`src/rtl/mips_run_ctrl_if.sv`:
```
// Register-dump stream from mips_run_ctrl (master) to a snapshot consumer (slave).
interface mips_run_ctrl_if #(
   parameter int unsigned REG_W = 32
);
   logic             dump_valid;
   logic             dump_ready;
   logic [4:0]       dump_idx;
   logic [REG_W-1:0] dump_data;

   modport master (output dump_valid, output dump_idx, output dump_data, input dump_ready);
   modport slave  (input dump_valid, input dump_idx, input dump_data, output dump_ready);
endinterface

```
`src/rtl/mips_run_ctrl.sv`:
```
// Run controller for the single-cycle MIPS core: reset sequencing, gated run, halt/budget stop,
// optional register-file dump (enabled by defining MIPS_RUN_DUMP_EN).
module mips_run_ctrl #(
   parameter int unsigned RST_CYCLES = 2,
   parameter int unsigned MAX_CYCLES = 100,
   parameter int unsigned CNT_W      = 16,
   parameter int unsigned PC_W       = 32,
   parameter int unsigned REG_W      = 32,
   parameter int unsigned NREGS      = 32
) (
   input  logic             clk,
   input  logic             reset,
   input  logic             start,
   input  logic [PC_W-1:0]  halt_pc,
   input  logic [PC_W-1:0]  pc,
   output logic             core_reset,
   output logic             core_en,
   output logic [4:0]       reg_rd_addr,
   input  logic [REG_W-1:0] reg_rd_data,
   mips_run_ctrl_if.master  dump,
   output logic [CNT_W-1:0] cycle_count,
   output logic             busy,
   output logic             done,
   output logic             timeout
);
   localparam int unsigned RST_W = (RST_CYCLES > 1) ? $clog2(RST_CYCLES) : 1;
   localparam int unsigned IDX_W = 5;
   localparam logic [IDX_W-1:0] LAST_IDX = IDX_W'(NREGS - 1);

   typedef enum logic [2:0] {S_IDLE, S_RESET, S_RUN, S_DUMP, S_DONE} state_e;

`ifdef MIPS_RUN_DUMP_EN
   localparam state_e S_RUN_EXIT = S_DUMP;
`else
   localparam state_e S_RUN_EXIT = S_DONE;
`endif

   state_e             state_q, state_d;
   logic [RST_W-1:0]   rst_cnt_q, rst_cnt_d;
   logic [CNT_W-1:0]   cycle_count_q, cycle_count_d;
   logic               timeout_q, timeout_d;
   logic               core_reset_q, core_reset_d;
   logic               core_en_q, core_en_d;
   logic               busy_q, busy_d;
   logic               done_q, done_d;
   logic               halt_c, budget_c, dump_last_c;

   assign halt_c   = (pc == halt_pc);
   assign budget_c = (cycle_count_q == CNT_W'(MAX_CYCLES - 1));

   // State and registered-output flops
   always_ff @(posedge clk or negedge reset) begin
      if (!reset) begin
         state_q       <= S_IDLE;
         rst_cnt_q     <= '0;
         cycle_count_q <= '0;
         timeout_q     <= 1'b0;
         core_reset_q  <= 1'b1;
         core_en_q     <= 1'b0;
         busy_q        <= 1'b0;
         done_q        <= 1'b0;
      end else begin
         state_q       <= state_d;
         rst_cnt_q     <= rst_cnt_d;
         cycle_count_q <= cycle_count_d;
         timeout_q     <= timeout_d;
         core_reset_q  <= core_reset_d;
         core_en_q     <= core_en_d;
         busy_q        <= busy_d;
         done_q        <= done_d;
      end
   end

   // Next-state: halt takes priority over budget
   always_comb begin
      state_d = state_q;
      case (state_q)
         S_IDLE,
         S_DONE:  if (start) state_d = S_RESET;
         S_RESET: if (rst_cnt_q == RST_W'(RST_CYCLES - 1)) state_d = S_RUN;
         S_RUN:   if (halt_c || budget_c) state_d = S_RUN_EXIT;
         S_DUMP:  if (dump_last_c) state_d = S_DONE;
         default: state_d = S_IDLE;
      endcase
   end

   // Counters and registered outputs; a halting cycle does not execute, so it is not counted
   always_comb begin
      rst_cnt_d     = '0;
      cycle_count_d = cycle_count_q;
      timeout_d     = timeout_q;
      case (state_q)
         S_IDLE,
         S_DONE: begin
            if (start) begin
               cycle_count_d = '0;
               timeout_d     = 1'b0;
            end
         end
         S_RESET: rst_cnt_d = rst_cnt_q + RST_W'(1);
         S_RUN: begin
            if (!halt_c) begin
               if (cycle_count_q != '1) cycle_count_d = cycle_count_q + CNT_W'(1);
               if (budget_c) timeout_d = 1'b1;
            end
         end
         default: ;
      endcase
      core_reset_d = (state_d == S_IDLE) || (state_d == S_RESET);
      core_en_d    = (state_d == S_RESET) || (state_d == S_RUN);
      busy_d       = (state_d == S_RESET) || (state_d == S_RUN) || (state_d == S_DUMP);
      done_d       = (state_d == S_DONE);
   end

   assign core_reset  = core_reset_q;
   assign core_en     = core_en_q & ~((state_q == S_RUN) & halt_c);
   assign cycle_count = cycle_count_q;
   assign timeout     = timeout_q;
   assign busy        = busy_q;
   assign done        = done_q;

`ifdef MIPS_RUN_DUMP_EN
   logic [IDX_W-1:0] dump_idx_q, dump_idx_d;
   logic             dump_valid_q;
   logic             dump_xfer_c;

   assign dump_xfer_c = dump_valid_q & dump.dump_ready;
   assign dump_last_c = dump_xfer_c & (dump_idx_q == LAST_IDX);

   // Index holds while the consumer stalls and restarts at 0 on every dump
   always_comb begin
      dump_idx_d = '0;
      if (state_q == S_DUMP) begin
         dump_idx_d = dump_idx_q;
         if (dump_xfer_c && !dump_last_c) dump_idx_d = dump_idx_q + IDX_W'(1);
      end
   end

   always_ff @(posedge clk or negedge reset) begin
      if (!reset) begin
         dump_idx_q   <= '0;
         dump_valid_q <= 1'b0;
      end else begin
         dump_idx_q   <= dump_idx_d;
         dump_valid_q <= (state_d == S_DUMP);
      end
   end

   assign reg_rd_addr     = dump_idx_q;
   assign dump.dump_idx   = dump_idx_q;
   assign dump.dump_valid = dump_valid_q;
   assign dump.dump_data  = dump_valid_q ? reg_rd_data : '0;
`else
   logic unused_c;

   assign dump_last_c     = 1'b0;
   assign unused_c        = ^{reg_rd_data, dump.dump_ready, LAST_IDX};
   assign reg_rd_addr     = '0;
   assign dump.dump_idx   = '0;
   assign dump.dump_valid = 1'b0;
   assign dump.dump_data  = '0;
`endif

endmodule

```
`src/flat_wrapper.sv`:
```
// flat-port wrapper written by rule: the top's interface ports become plain ports
module mips_run_ctrl_flat 
#(
   parameter int unsigned RST_CYCLES = 2,
   parameter int unsigned MAX_CYCLES = 100,
   parameter int unsigned CNT_W      = 16,
   parameter int unsigned PC_W       = 32,
   parameter int unsigned REG_W      = 32,
   parameter int unsigned NREGS      = 32
)
  (clk, reset, start, halt_pc, pc, core_reset, core_en, reg_rd_addr, reg_rd_data, cycle_count, busy, done, timeout, dump_dump_valid, dump_dump_idx, dump_dump_data, dump_dump_ready);
  mips_run_ctrl_if #(.REG_W(REG_W)) dump_i ();
  input  logic clk;
  input  logic reset;
  input  logic start;
  input  logic [PC_W-1:0] halt_pc;
  input  logic [PC_W-1:0] pc;
  output logic core_reset;
  output logic core_en;
  output logic [4:0] reg_rd_addr;
  input  logic [REG_W-1:0] reg_rd_data;
  output logic [CNT_W-1:0] cycle_count;
  output logic busy;
  output logic done;
  output logic timeout;
  output wire logic [$bits(dump_i.dump_valid)-1:0] dump_dump_valid;
  output wire logic [$bits(dump_i.dump_idx)-1:0] dump_dump_idx;
  output wire logic [$bits(dump_i.dump_data)-1:0] dump_dump_data;
  input wire logic [$bits(dump_i.dump_ready)-1:0] dump_dump_ready;
  assign dump_dump_valid = dump_i.dump_valid;
  assign dump_dump_idx = dump_i.dump_idx;
  assign dump_dump_data = dump_i.dump_data;
  assign dump_i.dump_ready = dump_dump_ready;
  mips_run_ctrl #(.RST_CYCLES(RST_CYCLES), .MAX_CYCLES(MAX_CYCLES), .CNT_W(CNT_W), .PC_W(PC_W), .REG_W(REG_W), .NREGS(NREGS)) u_core (.clk(clk), .reset(reset), .start(start), .halt_pc(halt_pc), .pc(pc), .core_reset(core_reset), .core_en(core_en), .reg_rd_addr(reg_rd_addr), .reg_rd_data(reg_rd_data), .dump(dump_i), .cycle_count(cycle_count), .busy(busy), .done(done), .timeout(timeout));
endmodule
```
`config.mk`:
```
export PLATFORM = sky130hd
export DESIGN_NAME = mips_run_ctrl_flat
export DESIGN_NICKNAME = d
export VERILOG_FILES = /design/src/rtl/mips_run_ctrl_if.sv /design/src/rtl/mips_run_ctrl.sv /design/src/flat_wrapper.sv
export SDC_FILE = /design/constraint.sdc
export NUM_CORES = 1
export LEC_CHECK = 0
export CAP_MARGIN = 20
export CORE_ASPECT_RATIO = 0.5
export CORE_UTILIZATION = 33
export DETAILED_ROUTE_END_ITERATION = 10
export MAX_ROUTING_LAYER = met4
export PLACE_DENSITY = 0.81
export SLEW_MARGIN = 10
export SYNTH_ARGS = -nofsm -noshare
export SYNTH_HDL_FRONTEND = slang
export SYNTH_SLANG_ARGS = --single-unit
```
`constraint.sdc`:
```
create_clock -name clk -period 2.3 [get_ports clk]
set_clock_uncertainty 0.05 [all_clocks]
set_input_delay 0.23 -clock clk [delete_from_list [all_inputs] [get_ports clk]]
set_output_delay 0.23 -clock clk [all_outputs]
set_load 0.02 [all_outputs]
```
==> results.cfg <==
[outcome]
status = finished clean

[clocking]
clk_pin_slew_ns = 0.06
tritoncts = built
cts-root-buf = sky130_fd_sc_hd__clkbuf_16
holdBufCountCts = 0
cts.htree.levels = 1
clk_path_buf_depth = 2
clk-insertion-delay-late_ns = 0.26
numClockSinks = 25
numCtsBuffers = 3

[timing]
report.final.hold_viol_count = 0
rsz0062_at_grt = false
final.period_utilization = 0.9471
worst_hold_check_slack_ns = 0.2825
final.setup.worst_slack_ns = 0.1217
max_clock_freq_ghz = 0.4591
finalSetupViolCount = 0
maxSlewViolCount = 0
post-route-min-period_ns = 2.178

[setup_path]
timing.critical_path.fanout_max = 2
critPathBufInv = 2
worstPathCellList = clkdlybuf4s50_1 > xor2_1 > nor4_1 > nand4_1 > nor4_4 > nor2b_1 > buf_4
slowest_stage = sky130_fd_sc_hd__clkdlybuf4s50_1
critical_path_required_ns = 2.02
crit_family = simple AND/OR/NAND/NOR gates
max_incr_delay_on_cp_ns = 0.41
endpoint_kind = output pin
critical_path.startpoint_type = input port
worst-setup-path-type = in2out
worstPathArrival_ns = 1.90

[drt]
detail_route.drc_violations = 0
antenna_left = 0
route.detailed.wl_per_inst_um = 12.95
initial_drt_markers = 112
drt_pre_antenna_iters = 4
via_count = 1869
postRouteWirelength_um = 5038
route.detailed.vias_per_inst = 4.805

[finish]
finalInstanceArea_um2 = 2994
drive_gt1_frac = 0.1076
finish.net_count = 418
area_growth_synth_to_finish_pct = 48.91
antenna_cell_count = 0

[die]
dieArea_um2 = 6428
fp.coreArea_um2 = 5682
initial_utilization = 0.3539
die_width_um = 112.4
std_cell_rows = 19
count_of_boundary_i_o_pins = 164
die_height_um = 57.20

[pwr]
max_ir_drop_vdd_mv = 0.2817
switching_power_mw = 0.5995
seq_power_share = 0.344
share_clk_of_total_power = 0.229
cellPowerDensity_nw_per_um2 = 564.8
power.internal_mw = 1.092
net_switching_fraction_of_the_power = 0.3545
power_mw = 1.691
cellLeakagePower_nw = 1.467
comb_power_share = 0.427

[synth]
synth_cell_types = 45
synth_flop_cell = sky130_fd_sc_hd__dfrtp_1
yosysMostFrequentCell = sky130_fd_sc_hd__buf_4
synthesis.yosys.warnings = 0
synthCells = 224
yosysTopAreaCell = sky130_fd_sc_hd__dfrtp_1
synth_top_cells_by_count = 43 x sky130_fd_sc_hd__buf_4, 32 x sky130_fd_sc_hd__xor2_1, 24 x sky130_fd_sc_hd__dfrtp_1
yosysSeqAreaShare = 0.3118
synth.top_cell.area_share = 0.2987
post_synth_instance_area_um2 = 2011
synth.area.top_cells = sky130_fd_sc_hd__dfrtp_1 30%, sky130_fd_sc_hd__buf_4 16%, sky130_fd_sc_hd__xor2_1 14%
synth-seq-cells = 25
synthesis.area_per_instance_um2 = 8.976
async_reset_ff_frac = 1.000
synth_edf_count = 0

[placement]
dpl_worst_slack_ns = -0.4952
dp_hpwl_um = 3929
globalplace.congestion = 0.8479
placement.cell_area_um2 = 2814
port_buffers = 87

[global_routing]
grt_first_pass_wirelength_um = 8155
grt_overflow = 0
grt_max_degree = 32
antenna_found_initial = 0
globalRouteTotalUtil = 0.1641
grt_pass1_vias = 1712

[job]
max-cap-violations = 0

[hold_path]
hold_class = in2async
## sequential cells by signal, indices dropped and copies added (netlist names)
name and flops:
u_core.rst_cnt_q 1, u_core.core_en_q 1, u_core.state_q 3, u_core.core_reset 1, u_core.busy 1, u_core.cycle_count 16
u_core.timeout 1, u_core.done 1
## cell families after synthesis
family	share of synthesized area
AO/OA/AOI/OAI	0.1052
XOR/XNOR	0.1394
adder cells (fa/ha/maj)	0.006222
buffers and inverters	0.1910
flip-flops	0.3118
multiplexers	0.005600
other	0.001865
AND/OR/NAND/NOR	0.2389
## metrics by stage
stage          setup TNS [ns]    util  cells
2_1_floorplan               0       -    266
3_3_place_gp           -4.585  0.4953    385
3_5_place_dp           -6.402  0.4953    385
4_1_cts                     0  0.5096    389
5_1_grt                     0  0.5270    389
6_report                    0  0.5270    389
## cell usage in the layout (no fill, tap or decap), types with 2 or more instances in the layout
cell,instances
sky130_fd_sc_hd__or3_1,4
sky130_fd_sc_hd__nand2b_1,3
sky130_fd_sc_hd__clkbuf_16,3
sky130_fd_sc_hd__nor4_1,6
sky130_fd_sc_hd__or3_2,6
sky130_fd_sc_hd__o21ai_1,6
sky130_fd_sc_hd__or2_2,2
sky130_fd_sc_hd__nor2b_1,2
sky130_fd_sc_hd__buf_4,9
sky130_fd_sc_hd__nor3_1,2
sky130_fd_sc_hd__o21ai_0,6
sky130_fd_sc_hd__o211ai_1,2
sky130_fd_sc_hd__and2_1,2
sky130_fd_sc_hd__a21oi_1,15
sky130_fd_sc_hd__nor2_1,8
sky130_fd_sc_hd__clkdlybuf4s50_1,63
sky130_fd_sc_hd__o31ai_1,2
sky130_fd_sc_hd__dlymetal6s2s_1,23
sky130_fd_sc_hd__conb_1,43
sky130_fd_sc_hd__xor2_1,31
sky130_fd_sc_hd__nor4_2,2
sky130_fd_sc_hd__or4_1,3
sky130_fd_sc_hd__o21bai_1,2
sky130_fd_sc_hd__inv_1,2
sky130_fd_sc_hd__nand3_1,7
sky130_fd_sc_hd__and3_1,4
sky130_fd_sc_hd__nand4_1,6
sky130_fd_sc_hd__dfrtp_1,24
sky130_fd_sc_hd__nand2_1,7
sky130_fd_sc_hd__nor4_4,2
## path summary, 6_finish.rpt
path                                             from                     to  slack, ns  cells past startpoint
worst min-delay path                            reset  u_core.cycle_count[6]       0.28                      2
worst max register to register  u_core.cycle_count[0]  u_core.cycle_count[0]       0.18                      7
worst max-delay path                           pc[24]                core_en       0.12                      7
worst min register to register       u_core.rst_cnt_q       u_core.rst_cnt_q       0.42                      1
max in group asynchronous                       reset      u_core.core_reset       1.63                      2
min in group clk                     u_core.rst_cnt_q       u_core.rst_cnt_q       0.42                      1
## power groups by stage
stage	combinational, mW	clock (mW)	sequential [mW]
finish	0.722	0.387	0.582
global route	0.787	0.413	0.597
CTS	0.701	0.393	0.583
detailed placement	0.700	0	0.592
global placement	0.686	0	0.589
floorplan	0.441	0	0.603
## layer usage
metal	vias to the layer above	wire length, µm	GRT usage
met5	-	0	-
met4	0	112	0.04952
met3	10	260	0.02125
met2	94	2557	0.2875
met1	869	2108	0.2011
li1	896	-	-
## layout make-up
type | instances | area [µm²]
Fill cell | 520 | 2688
Multi-Input combinational cell | 190 | 1202
Timing Repair Buffer | 95 | 985.9
Sequential cell | 25 | 626.9
Tap cell | 73 | 91.34
Clock buffer | 3 | 75.07
Inverter | 2 | 7.507
Clock inverter | 1 | 5.005
## repair_timing
action	in CTS	in global routing
cloned	0	0
setup buffers	1	0
pin swaps	3	11
resized for setup	5	30
endpoints found under the setup margin	18	19
Note: power is estimated with default switching activity, not from simulation.
